## src/rtl/nmr_pulse_sequencer.sv

```systemverilog
// NMR pulse sequencer: LOAD, then per-scan PULSE/GAP pairs, ACQ window and REPDLY, ending in DONE.
// Optional RF phase cycling across scans is enabled by defining NMR_SEQ_PHASE_CYCLE_EN.
module nmr_pulse_sequencer #(
  parameter int NPULSE = 4,
  parameter int CW     = 32,
  parameter int SW     = 16
) (
  input  logic                         clk,
  input  logic                         rst_n,
  input  logic                         start_i,
  input  logic                         abort_i,
  input  logic [$clog2(NPULSE+1)-1:0]  cfg_npulse_i,
  input  logic [NPULSE*CW-1:0]         cfg_pulse_len_i,
  input  logic [NPULSE*CW-1:0]         cfg_gap_len_i,
  input  logic [NPULSE*16-1:0]         cfg_amp_i,
  input  logic [31:0]                  cfg_freq_i,
  input  logic [CW-1:0]                cfg_acq_len_i,
  input  logic [CW-1:0]                cfg_rep_dly_i,
  input  logic [SW-1:0]                cfg_nscan_i,
  output logic                         en_gen_o,
  output logic [15:0]                  amp_o,
  output logic [31:0]                  freq_o,
  output logic [1:0]                   phase_o,
  output logic                         acq_rst_n_o,
  output logic                         acq_en_o,
  output logic [SW-1:0]                scan_o,
  output logic                         busy_o,
  output logic                         done_o,
  output logic [5:0]                   leds_o,
  output logic [31:0]                  sts_o
);
  localparam int NPW = $clog2(NPULSE+1);
  localparam int PW  = $clog2(2*NPULSE+1);
  localparam int KW  = (NPULSE > 1) ? $clog2(NPULSE) : 1;

  localparam logic [2:0] S_IDLE   = 3'd0;
  localparam logic [2:0] S_LOAD   = 3'd1;
  localparam logic [2:0] S_PULSE  = 3'd2;
  localparam logic [2:0] S_GAP    = 3'd3;
  localparam logic [2:0] S_ACQ    = 3'd4;
  localparam logic [2:0] S_REPDLY = 3'd5;
  localparam logic [2:0] S_DONE   = 3'd6;

  logic [2:0]     state_reg, state_next;
  logic           start_q_reg;
  logic [PW-1:0]  pos_reg, pos_next;
  logic [CW-1:0]  cnt_reg, cnt_next;
  logic [SW-1:0]  scan_reg, scan_next;
  logic           aborted_reg, aborted_next;
  logic           latch_cfg, scan_adv, do_srch;

  logic [NPW-1:0] npulse_reg;
  logic [31:0]    freq_reg;
  logic [CW-1:0]  acq_len_reg, rep_dly_reg;
  logic [SW-1:0]  nscan_reg;
  logic [CW-1:0]  seg_len [2*NPULSE];
  logic [15:0]    amp_tab [NPULSE];

  logic           en_gen_reg, acq_en_reg, acq_rst_n_reg, busy_reg, done_reg;
  logic [5:0]     leds_reg, leds_next;
  logic [31:0]    sts_reg, sts_next;
  logic [15:0]    amp_reg, amp_next;
  logic           busy_next, done_next;

  // Even sequence positions are pulses, odd positions are the gaps that follow them.
  for (genvar gi = 0; gi < NPULSE; gi++) begin : g_cfg
    logic [CW-1:0] pulse_len_reg, gap_len_reg;
    logic [15:0]   amp_cfg_reg;
    always_ff @(posedge clk or negedge rst_n) begin
      if (!rst_n) begin
        pulse_len_reg <= '0;
        gap_len_reg   <= '0;
        amp_cfg_reg   <= '0;
      end else if (latch_cfg) begin
        pulse_len_reg <= cfg_pulse_len_i[gi*CW +: CW];
        gap_len_reg   <= cfg_gap_len_i[gi*CW +: CW];
        amp_cfg_reg   <= cfg_amp_i[gi*16 +: 16];
      end
    end
    assign seg_len[2*gi]   = pulse_len_reg;
    assign seg_len[2*gi+1] = gap_len_reg;
    assign amp_tab[gi]     = amp_cfg_reg;
  end

  logic [CW-1:0] acq_eff;
  logic [SW:0]   nscan_eff, scan_inc;
  assign acq_eff   = (acq_len_reg == '0) ? CW'(1) : acq_len_reg;
  assign nscan_eff = (nscan_reg == '0) ? (SW+1)'(1) : {1'b0, nscan_reg};
  assign scan_inc  = {1'b0, scan_reg} + (SW+1)'(1);

  // Find the next non-empty segment so zero-length pulses/gaps take no cycles.
  logic [PW-1:0] srch_start, srch_pos;
  logic          srch_found;
  always_comb begin
    srch_start = (state_reg == S_PULSE || state_reg == S_GAP) ? pos_reg + PW'(1) : '0;
    srch_found = 1'b0;
    srch_pos   = '0;
    for (int j = 0; j < 2*NPULSE; j++) begin
      if (!srch_found && (j >= int'(srch_start)) && (j < 2*int'(npulse_reg)) &&
          (seg_len[j] != '0)) begin
        srch_found = 1'b1;
        srch_pos   = PW'(j);
      end
    end
  end

  always_comb begin
    state_next   = state_reg;
    pos_next     = pos_reg;
    cnt_next     = cnt_reg;
    scan_next    = scan_reg;
    aborted_next = aborted_reg;
    latch_cfg    = 1'b0;
    scan_adv     = 1'b0;
    do_srch      = 1'b0;
    if (abort_i && state_reg != S_IDLE) begin
      state_next   = S_IDLE;
      aborted_next = 1'b1;
    end else begin
      case (state_reg)
        S_IDLE: begin
          if (start_i && !start_q_reg) begin
            state_next   = S_LOAD;
            latch_cfg    = 1'b1;
            aborted_next = 1'b0;
            pos_next     = '0;
            scan_next    = '0;
            cnt_next     = '0;
          end
        end
        S_LOAD: do_srch = 1'b1;
        S_PULSE, S_GAP, S_REPDLY: begin
          if (cnt_reg == CW'(1)) do_srch = 1'b1;
          else cnt_next = cnt_reg - CW'(1);
        end
        S_ACQ: begin
          if (cnt_reg == CW'(1)) begin
            pos_next = '0;
            if (scan_inc >= nscan_eff) begin
              state_next = S_DONE;
            end else begin
              scan_next = scan_inc[SW-1:0];
              scan_adv  = 1'b1;
              if (rep_dly_reg != '0) begin
                state_next = S_REPDLY;
                cnt_next   = rep_dly_reg;
              end else begin
                do_srch = 1'b1;
              end
            end
          end else begin
            cnt_next = cnt_reg - CW'(1);
          end
        end
        S_DONE:  if (!start_i) state_next = S_IDLE;
        default: state_next = S_IDLE;
      endcase
      if (do_srch) begin
        if (srch_found) begin
          pos_next   = srch_pos;
          state_next = srch_pos[0] ? S_GAP : S_PULSE;
          cnt_next   = seg_len[srch_pos];
        end else begin
          state_next = S_ACQ;
          cnt_next   = acq_eff;
        end
      end
    end
  end

  logic [KW-1:0] k_next;
  assign k_next    = KW'(pos_next >> 1);
  assign busy_next = (state_next != S_IDLE) && (state_next != S_DONE);
  assign done_next = (state_next == S_DONE);
  assign amp_next  = (state_next == S_PULSE) ? amp_tab[k_next] : 16'd0;
  assign sts_next  = {16'(scan_next), 9'd0, state_next, 1'b0, aborted_next, busy_next, done_next};

  always_comb begin
    leds_next = 6'd0;
    case (state_next)
      S_LOAD:   leds_next = 6'b000001;
      S_PULSE:  leds_next = 6'b000010;
      S_GAP:    leds_next = 6'b000100;
      S_ACQ:    leds_next = 6'b001000;
      S_REPDLY: leds_next = 6'b010000;
      S_DONE:   leds_next = 6'b100000;
      default:  leds_next = 6'd0;
    endcase
  end

  // start_q resets high so a start level held through reset is not mistaken for an edge.
  always_ff @(posedge clk or negedge rst_n) begin
    if (!rst_n) begin
      state_reg     <= S_IDLE;
      start_q_reg   <= 1'b1;
      pos_reg       <= '0;
      cnt_reg       <= '0;
      scan_reg      <= '0;
      aborted_reg   <= 1'b0;
      npulse_reg    <= '0;
      freq_reg      <= '0;
      acq_len_reg   <= '0;
      rep_dly_reg   <= '0;
      nscan_reg     <= '0;
      en_gen_reg    <= 1'b0;
      acq_en_reg    <= 1'b0;
      acq_rst_n_reg <= 1'b0;
      busy_reg      <= 1'b0;
      done_reg      <= 1'b0;
      leds_reg      <= '0;
      sts_reg       <= '0;
      amp_reg       <= '0;
    end else begin
      state_reg     <= state_next;
      start_q_reg   <= start_i;
      pos_reg       <= pos_next;
      cnt_reg       <= cnt_next;
      scan_reg      <= scan_next;
      aborted_reg   <= aborted_next;
      if (latch_cfg) begin
        npulse_reg  <= (cfg_npulse_i > NPW'(NPULSE)) ? NPW'(NPULSE) : cfg_npulse_i;
        freq_reg    <= cfg_freq_i;
        acq_len_reg <= cfg_acq_len_i;
        rep_dly_reg <= cfg_rep_dly_i;
        nscan_reg   <= cfg_nscan_i;
      end
      en_gen_reg    <= (state_next == S_PULSE);
      acq_en_reg    <= (state_next == S_ACQ);
      acq_rst_n_reg <= (state_next != S_LOAD);
      busy_reg      <= busy_next;
      done_reg      <= done_next;
      leds_reg      <= leds_next;
      sts_reg       <= sts_next;
      amp_reg       <= amp_next;
    end
  end

`ifdef NMR_SEQ_PHASE_CYCLE_EN
  logic [1:0] phase_reg;
  always_ff @(posedge clk or negedge rst_n) begin
    if (!rst_n)         phase_reg <= 2'd0;
    else if (latch_cfg) phase_reg <= 2'd0;
    else if (scan_adv)  phase_reg <= phase_reg + 2'd1;
  end
  assign phase_o = phase_reg;
`else
  assign phase_o = 2'd0;
`endif

  assign en_gen_o    = en_gen_reg;
  assign amp_o       = amp_reg;
  assign freq_o      = freq_reg;
  assign acq_rst_n_o = acq_rst_n_reg;
  assign acq_en_o    = acq_en_reg;
  assign scan_o      = scan_reg;
  assign busy_o      = busy_reg;
  assign done_o      = done_reg;
  assign leds_o      = leds_reg;
  assign sts_o       = sts_reg;

endmodule

```

## config.mk

```make
export PLATFORM = sky130hd
export DESIGN_NAME = nmr_pulse_sequencer
export DESIGN_NICKNAME = d
export VERILOG_FILES = /design/src/rtl/nmr_pulse_sequencer.sv
export SDC_FILE = /design/constraint.sdc
export NUM_CORES = 1
export LEC_CHECK = 0
export BUFFER_PORTS_ARGS = -buffer_cell sky130_fd_sc_hd__buf_4
export CAP_MARGIN = 40
export CORE_UTILIZATION = 45
export DETAILED_ROUTE_END_ITERATION = 8
export PLACE_DENSITY_LB_ADDON = 0.1
export SETUP_SLACK_MARGIN = 0.4
export SYNTH_ARGS = -nofsm -noshare
export SYNTH_HDL_FRONTEND = slang
export SYNTH_SLANG_ARGS = --single-unit
```

## constraint.sdc

```tcl
create_clock -name clk -period 12.8 [get_ports clk]
set_input_delay 0 -clock clk [delete_from_list [all_inputs] [get_ports clk]]
set_output_delay 0 -clock clk [all_outputs]
set_load 0.005 [all_outputs]
```

# ---- After elaboration in Yosys (flattened, before gate mapping)
# Index checks and enable logic that the tools add are counted.
dict set report word_totals {
  mem_bits_ro 0
  ramBits 0
  output_inout_bits 109
  latch_bits 0
  inputBits 439
  word_cells 198
  memories 0
  reg_bits 541
}
dict set report op_classes {
  add_sub_neg 3
  bitwise 3
  reduce_logical 53
  magnitude_cmp 20
  mul 0
  n_eq_ne 19
  muxes 68
  shift 0
  div 0
}
# op n
set ops {}
lappend ops {{32-bit two-way mux} 10}
lappend ops {{32-bit nonzero test} 9}
lappend ops {{16-bit two-way mux} 8}
lappend ops {{32-bit binary-select mux with 3-bit select} 1}
lappend ops {{32-bit one-hot mux with 3 select lines} 1}
lappend ops {{4-bit two-way mux} 11}
lappend ops {{6-bit one-hot mux with 6 select lines} 1}
lappend ops {{16-bit binary-select mux with 2-bit select} 1}
lappend ops {{32-bit by 1-bit == test with 1-bit output, second input constant} 1}
lappend ops {{32-bit logical NOT} 1}
lappend ops {{16-bit one-hot mux with 2 select lines} 1}
lappend ops {{32-bit by 1-bit subtractor with 32-bit output, second input constant} 1}
lappend ops {{3-bit two-way mux} 10}
lappend ops {{1-bit logical AND} 26}
lappend ops {{1-bit two-way mux} 21}
lappend ops {{3-bit == test, second input constant} 6}
lappend ops {{16-bit by 1-bit adder with 17-bit output, second input constant} 1}
lappend ops {{17-bit by 16-bit greater-or-equal comparator with 1-bit output} 1}
lappend ops {{3-bit by 4-bit greater-or-equal comparator with 1-bit output, first input constant} 4}
lappend ops {{16-bit logical NOT} 1}
lappend ops {{3-bit by 4-bit < comparator with 1-bit output, first input constant} 4}
lappend ops {{3-bit by 2-bit == test with 1-bit output, second input constant} 4}
lappend ops {{3-bit one-hot mux with 4 select lines} 1}
lappend ops {{3-bit != test, second input constant} 3}
lappend ops {{24 further kinds} 38}

# ---- Depth between registers and ports, before layout
# Gate-level depths: netlist (run 1).
dict set report depth {
  ltp_word 50
  depth_mapped 21
  mapped_depth_nobuf 18
}

# ---- Worst setup path before layout (run 1)
# Ideal clock, no wire load.
dict set report synth_timing {
  path_type {register -> register}
  startpoint {register scan_reg[2], in the netlist scan_o[2]}
  endpoint {register cnt_reg[19]}
  n_path_buf 3
  t_required_ns 12.666
  path_slack_ns 8.198
  period_less_slack_ns 4.602
  t_arrival_ns 4.467
  stages_incl_launch_ff 21
  setup_ns 0.134
  path_cell_list {dfrtp_1 -> and3_1 -> nand3_1 -> nor2_1 -> and3_1 -> and3_1 -> clkbuf_1 -> nand3_1 -> xnor2_1 -> ha_1 -> o21a_1 -> o21ai_1 -> nor3b_1 -> nor4_2 -> a211oi_1 -> o21a_1 -> o311ai_2 -> buf_4 -> buf_4 -> mux2i_1 -> o31ai_1}
}
dict set report synth_between {
  elab_chain_cells 8
  elab_cells_between_ends 13
  cone_classes {add/sub: 1; order compare: 1; eq/ne: 4; mux: 5; reduce/logical: 2}
}
# item line_no
set synth_lines {}
lappend synth_lines {{start: declaration} 48} ;# logic [SW-1:0] scan_reg, scan_next;
lappend synth_lines {{start signal: assignment} 218} ;# scan_reg <= scan_next;
lappend synth_lines {{16-bit by 1-bit adder with 17-bit output (*)} 89} ;# assign scan_inc = {1'b0, scan_reg} + (SW+1)'(1);
lappend synth_lines {{17-bit by 16-bit greater-or-equal comparator with 1-bit output (*)} 139} ;# if (scan_inc >= nscan_eff) begin
lappend synth_lines {{1-bit two-way mux} 139}
lappend synth_lines {{1-bit two-way mux} 137} ;# if (cnt_reg == CW'(1)) begin
lappend synth_lines {{1-bit one-hot mux with 3 select lines} 120} ;# case (state_reg)
lappend synth_lines {{1-bit two-way mux} 116} ;# if (abort_i && state_reg != S_IDLE) begin
lappend synth_lines {{4-bit != test (no line) (tied with other cells)} -}
lappend synth_lines {{6-bit AND reduction (no line)} -}
lappend synth_lines {{end signal: assignment} 217} ;# cnt_reg <= cnt_next;
lappend synth_lines {{end: declaration} 47} ;# logic [CW-1:0] cnt_reg, cnt_next;
# Every way passes the cells marked *; elsewhere a longest branch is shown, timed or not. The select of a mux whose other input is x is not followed.
# A chain may end at the register's enable or synchronous reset.

# ---- Worst setup path after layout (run 1)
dict set report layout_timing {
  startpoint {register scan_reg[0], in the netlist scan_o[0]}
  endpoint {register amp_reg[12], in the netlist amp_o[12]}
}
dict set report layout_between {
  elab_chain_cells 13
  elab_cells_between_ends 19
  cone_classes {add/sub: 1; order compare: 1; eq/ne: 1; mux: 15; bitwise: 1}
}
# item line_no
set layout_lines {}
lappend layout_lines {{16-bit by 1-bit adder with 17-bit output (*)} 89}
lappend layout_lines {{17-bit by 16-bit greater-or-equal comparator with 1-bit output (*)} 139}
lappend layout_lines {{1-bit two-way mux} 139}
lappend layout_lines {{1-bit two-way mux} 137}
lappend layout_lines {{1-bit one-hot mux with 3 select lines} 120}
lappend layout_lines {{1-bit two-way mux} 116}
lappend layout_lines {{4-bit two-way mux} 158} ;# if (do_srch) begin
lappend layout_lines {{3-bit two-way mux} 116}
lappend layout_lines {{2-bit NOT with 3-bit output (implied by the code)} 175} ;# assign amp_next = (state_next == S_PULSE) ? amp_tab[k_next] : 16'd0;
lappend layout_lines {{16-bit binary-select mux with 2-bit select} 175}
lappend layout_lines {{16-bit two-way mux (implied by the code) (2 in a row)} 175}
lappend layout_lines {{16-bit two-way mux (*)} 175}
lappend layout_lines {{named net amp_next[12]} 62} ;# logic [15:0] amp_reg, amp_next;
lappend layout_lines {{end signal: assignment} 234} ;# amp_reg <= amp_next;
lappend layout_lines {{end: declaration} 62}
# Mark *: on every way through the listed nets, which the timed path passes. The rest lies on a longest branch. The select of a mux whose other input is x is not followed.

==> qor_table.md, run 1 <==
| Metric | Value | Unit |
|---|---|---|
| TritonCTS clock tree | done | - |
| Adder-cell share of the synthesized area | 0.973 | % |
| Logic depth of the worst register-to-register path | 18 | - |
| Total routed wirelength | 98.0 | mm |
| Post-synthesis area per instance | 8.73 | um^2 |
| Number of nets at the end of the flow | 4284 | - |
| Pin count of the biggest net entering global routing | 202 | - |
| Initial DRT Pass Iterations | 6 | - |
| I/O Pins | 548 | - |
| Detailed-route vias per instance | 5.43 | - |
| Top cells by area, synth | dfrtp_1 (50%), nand2_1 (19%), mux2i_1 (4.8%) | - |
| First-pass GRT wire length | 147 | mm |
| Area of the mapped netlist | 0.0257 | mm^2 |
| Total die area | 0.0581 | mm^2 |
| Commonest cells after routing, fill and taps aside | nand2_1 (1318), buf_4 (554), dfrtp_1 (518) | - |
| Arrival time of the worst setup path | 6.24 | ns |
| Final Slew Violations | 0 | - |
| Number of standard-cell rows in the floorplan | 87 | - |
| Number of gates resized after CTS | 0 | - |
| Crit path capture type | register | - |
| Reg clk slew, reported paths | 0.06 | ns |
| Cell mode on critical path | and3_1 | - |
| Final weighted congestion in routability-driven placement | 0.962 | - |
| Top cell type by total area after synthesis | dfrtp_1 | - |
| Max_slew headroom | 31.0 | % |
| Share of total power in sequential cells | 37.1 | % |
| Most frequent standard cell in the layout excluding fill and tap cells | nand2_1 | - |
| Number of DRC markers in iteration 0 | 2254 | - |
| Slowest cell on the critical path | and2_1 | - |
| Slowest Stage Delay on Critical Path | 0.83 | ns |
| Met3 usage in global routing | 4.74 | % |
| GRT met1 Usage | 44.1 | % |
| Result of the run | finished clean | - |
| Number of enable-type register cells in the synthesized netlist | 0 | - |
| Worst-skew pair later-pin latency | 0.63 | ns |
| Switching Fraction | 42.8 | % |
| GRT met2 Usage | 55.0 | % |
| Worst Max-Slew Pin Slew | 1.03 | ns |
| Peak supply drop | 139 | uV |
| Inserted Clock Buffers | 56 | - |
| Vias post-DR | 25100 | - |
| Cells after Synth | 2946 | - |
| Layout-stage area growth over the synthesis result | 41.9 | % |
| Number of antenna violations at the first check in global routing | 3 | - |
| Setup Viol. Count Final | 0 | - |
| Worst reg-to-reg setup slack | 6.99 | ns |
| P_leak | 0.0183 | uW |
| Number of buffers on the longest clock path | 3 | - |
| Mux cell area share after synthesis | 6.88 | % |
| H-tree level count | 2 | - |
| Switching power | 3650 | uW |
| Primary flip-flop cell chosen by synthesis mapping | dfrtp_1 | - |
| Number of post-CTS setup repair buffers | 0 | - |
| Total of max-cap violations | 0 | - |
| Area after detailed placement | 0.0303 | mm^2 |
| Clk network pwr share | 19.2 | % |
| Class of the worst hold path | in -> async | - |
| Effective utilization at floorplan | 45.6 | % |
| Horizontal extent of the die | 241 | um |
| Launch point of the worst reg-to-reg path | scan_o[0] | - |
| Simple-gate area share of the yosys netlist | 27.0 | % |
| Power density over cell area | 234 | mW/mm^2 |
| Buffer type at the clock tree root | clkbuf_16 | - |
| Summed area of non-filler cells in the final layout | 0.0365 | mm^2 |
| Number of hold violations in the final report | 0 | - |
| Area of the core | 0.0564 | mm^2 |
| Xor and xnor area share after synthesis | 1.49 | % |
| Average wire length per cell after detail routing | 21.2 | um |
| Number of global-route vias before repair | 25200 | - |
| Series of cell instances along the critical path | ha_1, nand3_1, nor3_2, and3_1, nand3_1, inv_1, and3_1, xor2_1, ha_1, o21a_1, o21ai_1, nand2b_1, and3_1, a211oi_4, o31ai_1, a21bo_1, and2_1, a211oi_2 | - |
| Total negative slack for setup checks | 0 | ns |
| Area fraction of the dominant cell type after synthesis | 50.4 | % |
| Area fraction in compound gates after synthesis | 9.03 | % |
| WP buf/inv | 1 | - |
| Async set-reset flop share out of synthesis | 100 | % |
| Die Y-Extent | 241 | um |
| Share of final-layout standard cells stronger than drive strength 1 | 19.7 | % |
| Main combinational cell family by area after synthesis | simple AND/OR/NAND/NOR gates | - |
| Share of the cycle needed by the critical path after routing | 45.4 | % |
| GR peak layer | met2 | - |
| Data required time at the worst endpoint | 13.24 | ns |
| Top achievable clock speed | 172 | MHz |
| Kind of critical path | reg -> reg | - |
| Critical R2R Capture | amp_o[12] | - |
| Layout Cells excl Fill | 4625 | - |
| Combinational Power Share | 43.7 | % |
| Count of input and output buffers | 535 | - |
| Synth Register Bits | 519 | - |
| Internal | 4880 | uW |
| Global route total overflow | 0 | - |
| Number of distinct library cell variants in the gate-level netlist after synthesis | 86 | - |
| Routed Antenna Nets | 0 | - |
| Layout Skew | 0.0297 | ns |
| Placed cells | 4085 | - |
| DP HPWL | 67.6 | mm |
| Gate family responsible for the most delay along the worst path | simple AND/OR/NAND/NOR gates | - |
| RSZ-0062 raised after global routing | false | - |
| Largest driver fanout on the critical path | 17 | - |
| GRT Overall Usage | 33.3 | % |
| Startpoint class of the critical path | register | - |
| Clk sinks | 519 | - |
| DRC violation count after routing | 0 | - |
| Post-layout min period | 5.81 | ns |
| Post-synthesis sequential area ratio | 50.5 | % |
| Count of synthesis-stage warnings from yosys | 0 | - |
layer usage:
metal | up-vias | part of all wire [%]
li1 | 11600 | -
met1 | 12300 | 42
met2 | 993 | 48
met3 | 227 | 5.8
met4 | 2 | 4.1
met5 | - | 0.013
synth_stat cells (5+ instances only):
master	n
a211oi_1	11
a211oi_2	10
a21o_1	5
a21oi_1	55
a221o_1	23
a221oi_1	7
a221oi_2	10
a22o_1	14
a31oi_1	14
and3_1	32
buf_2	21
buf_4	38
clkbuf_1	133
dfrtp_1	518
ha_1	20
inv_1	28
mux2_2	47
mux2i_1	124
nand2_1	1318
nand2b_1	5
nand3_1	32
nand4_1	34
nor2_1	77
nor3_1	17
nor4_1	95
o21ai_0	41
o21ai_1	26
o22ai_1	22
o2bb2ai_1	28
o31ai_1	9
or2_2	5
or3_1	7
xnor2_1	20
xor2_1	22
repair_timing:
item / in CTS / in global routing
endpoints found under the setup margin: 0 / 0
hold buffers: 438 / 0
endpoints found under the hold margin: 545 / 0
kinds of logic after synthesis:
family / count (synthesis)
AND/OR/NAND/NOR: 1658
flip-flops: 519
AO/OA/AOI/OAI: 307
buffers and inverters: 227
multiplexers: 171
XOR/XNOR: 43
adder cells (fa/ha/maj): 20
other: 1
power groups by stage:
stage | Clock (uW) | Combinational (uW) | Sequential, uW
floorplan | 0 | 2410 | 2860
global placement | 0 | 3440 | 3130
detailed placement | 0 | 3560 | 3150
CTS | 1660 | 3690 | 3140
global route | 1720 | 4050 | 3240
finish | 1640 | 3730 | 3160
per-stage QoR:
step / hold WS [ns] / power (uW) / setup slack [ns] / utilization (%)
CTS: 0.0666 / 8480 / 7.04 / 64.7
floorplan: -0.296 / 5280 / 8.20 / -
global route: 0.113 / 9020 / 6.56 / 64.7
finish: 0.0360 / 8530 / 6.99 / 64.7
detailed placement: 0.122 / 6710 / 7.07 / 53.7
global placement: 0.111 / 6570 / 6.40 / 53.3
cell type report:
class	count	area [um^2]
clock inverters	22	233
well taps	756	946
diodes	2	5.00
inverters	30	120
repair buffers	1007	8870
fillers	4636	19900
flip-flops and latches	519	13000
clock buffers	78	1600
multi-input cells	2211	11800
worst max path at each step:
stage	from	endpoint	cells after the start
global placement	scan_o[0]	amp_o[1]	19
finish	scan_o[0]	amp_o[12]	18
detailed placement	scan_o[2]	amp_o[13]	17
global route	scan_o[0]	amp_o[2]	19
CTS	scan_o[2]	amp_o[12]	17
floorplan	scan_o[2]	cnt_reg[19]	20
Note: power is estimated with default switching activity, not from simulation.
==> run 2: changes to the inputs <==
- ABC_AREA: not set -> 1
- clock period: 12.8 -> 5.8 ns (I/O delays scaled with it)
==> run 2 against run 1 <==
Total power is 120% higher. First-iteration DRC count is 12% higher. Sequential share of layout area is 1.2 points lower. Non-clock buffer count is 2 lower. Largest power group unchanged.
==> qor_table.md, run 2 <==
| Metric | Value | Unit | Change |
|---|---|---|---|
| Synth Register Bits | 519 | - | unchanged |
| Post-synthesis sequential area ratio | 48.3 | % | was 50.5% |
| Count of input and output buffers | 535 | - | unchanged |
| Number of standard-cell rows in the floorplan | 89 | - | was 87 |
| Slowest cell on the critical path | dfrtp_1 | - | was and2_1 |
| Number of nets at the end of the flow | 4884 | - | was 4284 |
| Crit path capture type | register | - | unchanged |
| Worst Max-Slew Pin Slew | 0.995 | ns | was 1.03 ns |
| # fillers | 5109 | - | was 4636 |
| First-pass GRT wire length | 151 | mm | was 147 mm |
| Number of hold violations in the final report | 0 | - | unchanged |
| P_leak | 0.0187 | uW | was 0.0183 uW |
| RSZ-0062 raised after global routing | false | - | unchanged |
| Routed Antenna Nets | 0 | - | unchanged |
| Worst reg-to-reg setup slack | 1.45 | ns | was 6.99 ns |
| Vias post-DR | 27200 | - | was 25100 |
| Detailed-route vias per instance | 5.17 | - | was 5.43 |
| Worst-skew pair later-pin latency | 0.63 | ns | about the same |
| Max_slew headroom | 33.7 | % | was 31.0% |
| Number of post-CTS setup repair buffers | 0 | - | unchanged |
| Largest driver fanout on the critical path | 37 | - | was 17 |
| Post-synthesis area per instance | 7.52 | um^2 | was 8.73 um^2 |
| Buffer type at the clock tree root | clkbuf_16 | - | unchanged |
| H-tree level count | 2 | - | unchanged |
| Number of global-route vias before repair | 26400 | - | was 25200 |
| Commonest cells after routing, fill and taps aside | nand2_1 (980), buf_4 (552), dfrtp_1 (518) | - | was nand2_1 (1318), buf_4 (554), dfrtp_1 (518) |
| Total of max-cap violations | 0 | - | unchanged |
| Horizontal extent of the die | 246 | um | was 241 um |
| Launch point of the worst reg-to-reg path | scan_o[0] | - | unchanged |
| Most frequent standard cell in the layout excluding fill and tap cells | nand2_1 | - | unchanged |
| Layout-stage area growth over the synthesis result | 40.5 | % | was 41.9% |
| Cells after Synth | 3576 | - | was 2946 |
| Share of final-layout standard cells stronger than drive strength 1 | 16.3 | % | was 19.7% |
| Layout Skew | 0.0301 | ns | was 0.0297 ns |
| Clk sinks | 519 | - | unchanged |
| Post-layout min period | 4.35 | ns | was 5.81 ns |
| Final weighted congestion in routability-driven placement | 0.909 | - | was 0.962 |
| DP HPWL | 69.0 | mm | was 67.6 mm |
| Top achievable clock speed | 230 | MHz | was 172 MHz |
| Result of the run | finished clean | - | unchanged |
| Summed area of non-filler cells in the final layout | 0.0378 | mm^2 | was 0.0365 mm^2 |
| Footprint of the multi-input gates | 0.0111 | mm^2 | was 0.0118 mm^2 |
| Number of enable-type register cells in the synthesized netlist | 0 | - | unchanged |
| Area fraction of the dominant cell type after synthesis | 48.2 | % | was 50.4% |
| Initial DRT Pass Iterations | 6 | - | unchanged |
| Data required time at the worst endpoint | 6.37 | ns | was 13.24 ns |
| Inserted Clock Buffers | 58 | - | was 56 |
| Logic depth of the worst register-to-register path | 23 | - | was 18 |
| Area of the core | 0.0590 | mm^2 | was 0.0564 mm^2 |
| Top cell type by total area after synthesis | dfrtp_1 | - | unchanged |
| Number of gates resized after CTS | 0 | - | unchanged |
| Count of synthesis-stage warnings from yosys | 0 | - | unchanged |
| Area of the mapped netlist | 0.0269 | mm^2 | was 0.0257 mm^2 |
| GRT Overall Usage | 32.3 | % | was 33.3% |
| Critical R2R Capture | cnt_reg[18] | - | was amp_o[12] |
| Number of antenna violations at the first check in global routing | 8 | - | was 3 |
| Pin count of the biggest net entering global routing | 238 | - | was 202 |
| Power density over cell area | 501 | mW/mm^2 | was 234 mW/mm^2 |
| Async set-reset flop share out of synthesis | 100 | % | unchanged |
| Slowest Stage Delay on Critical Path | 0.47 | ns | was 0.83 ns |
| Total die area | 0.0607 | mm^2 | was 0.0581 mm^2 |
| Number of DRC markers in iteration 0 | 2514 | - | was 2254 |
| Average wire length per cell after detail routing | 18.9 | um | was 21.2 um |
| Number of distinct library cell variants in the gate-level netlist after synthesis | 46 | - | was 86 |
| Kind of critical path | reg -> reg | - | unchanged |
| Reg clk slew, reported paths | 0.06 | ns | about the same |
| Total routed wirelength | 99.5 | mm | was 98.0 mm |
| Total negative slack for setup checks | 0 | ns | unchanged |
| Die Y-Extent | 246 | um | was 241 um |
| Final Slew Violations | 0 | - | unchanged |
| Primary flip-flop cell chosen by synthesis mapping | dfrtp_1 | - | unchanged |
| Global route total overflow | 0 | - | unchanged |
| I/O Pins | 548 | - | unchanged |
| Share of the cycle needed by the critical path after routing | 75.1 | % | was 45.4% |
| Series of cell instances along the critical path | ha_1, nand3_1, nor3_1, nand3_1, nor2_1, xor2_1, inv_1, ha_1, a21oi_1, nand3b_1, nand3_1, nor2_1, nand3_1, inv_1, nand2_1, nand2_1, inv_1, o21ai_2, nand3_2, buf_12, a31oi_1, nand2_1, nand2_1 | - | was ha_1, nand3_1, nor3_2, and3_1, nand3_1, inv_1, and3_1, xor2_1, ha_1, o21a_1, o21ai_1, nand2b_1, and3_1, a211oi_4, o31ai_1, a21bo_1, and2_1, a211oi_2 |
| TritonCTS clock tree | done | - | unchanged |
| Setup Viol. Count Final | 0 | - | unchanged |
| Number of buffers on the longest clock path | 3 | - | unchanged |
| Hold-fix buffers, CTS | 440 | - | was 438 |
| Leading cell type by number of instances after synthesis | nand2_1 | - | unchanged |
| Startpoint class of the critical path | register | - | unchanged |
| Seq. cell area | 0.0130 | mm^2 | unchanged |
| Worst slack on hold paths | 0.0397 | ns | was 0.0360 ns |
| Class of the worst hold path | in -> async | - | unchanged |
| Effective utilization at floorplan | 45.6 | % | about the same |
| Peak supply drop | 352 | uV | was 139 uV |
| Area after detailed placement | 0.0313 | mm^2 | was 0.0303 mm^2 |
| Arrival time of the worst setup path | 4.92 | ns | was 6.24 ns |
| DRC violation count after routing | 0 | - | unchanged |
| Total chip power | 18900 | uW | was 8530 uW |
| Top cells by area, synth | dfrtp_1 (48%), nand2_1 (14%), nand3_1 (8.1%) | - | was dfrtp_1 (50%), nand2_1 (19%), mux2i_1 (4.8%) |
| List of most frequent post-synthesis cells | nand2_1 (981), dfrtp_1 (518), inv_1 (469) | - | was nand2_1 (1318), dfrtp_1 (518), clkbuf_1 (133) |
[run 2: logic make-up (layout without fill, tap and decap cells)]
group	after synthesis	in the layout	synth area share, %
flops	519	519	48.3
compound gates	550	550	10.9
simple gates	1743	1743	28.1
other cells	1	20	0.0139
buf+inv	711	1596	10.8
fa+ha+maj	20	20	0.931
xor+xnor	32	32	1.04
[run 2: how the worst max path moves through the flow]
stage              start          end  slack (ns)
2_1_floorplan  scan_o[0]    amp_o[10]        2.35
3_3_place_gp   scan_o[0]  cnt_reg[18]        1.57
3_5_place_dp   scan_o[0]  cnt_reg[18]        1.49
4_1_cts        scan_o[0]  cnt_reg[21]        1.47
5_1_grt        scan_o[0]  cnt_reg[22]        0.99
6_report       scan_o[0]  cnt_reg[18]        1.45
[run 2: power breakdown]
group / total [uW] / switching, uW / internal (uW)
clock: 4040 / 1580 / 2450
combinational: 8860 / 5920 / 2940
sequential: 6030 / 793 / 5240
[run 2: area by class of cell]
class / instances / share of cell area, %
inverter: 484 / 4.82
timing repair buffer: 1005 / 23.4
antenna: 8 / 0.0530
clock inverter: 27 / 1.06
sequential: 519 / 34.4
clock buffer: 80 / 4.43
tap: 773 / 2.56
multi-input combinational: 2357 / 29.3
[run 2: metal layers]
layer / vias up / global-route usage (%) / wire length, um
met4: 6 / 13.2 / 4250
li1: 13100 / - / -
met3: 224 / 5.48 / 6850
met5: - / 0 / 41
met1: 12800 / 43.3 / 42000
met2: 1056 / 51.8 / 46400
[run 2: worst max-delay path: cells and delay by family, from the launching register on]
family,cells,cell delay [ns]
xor gates and xnor gates,1,0.18
adders and majority gates,2,0.56
and+or+nand+nor,13,2.06
DFF,1,0.47
AOI/OAI and AO/OA,3,0.41
buffers and inverters,4,0.63
[run 2: stage by stage]
stage,std cells,setup slack [ns],utilization [%]
floorplan,3587,2.35,-
global placement,4692,1.57,52.8
detailed placement,4698,1.49,53.0
CTS,5245,1.47,64.0
global route,5247,0.991,64.0
finish,5253,1.45,64.0
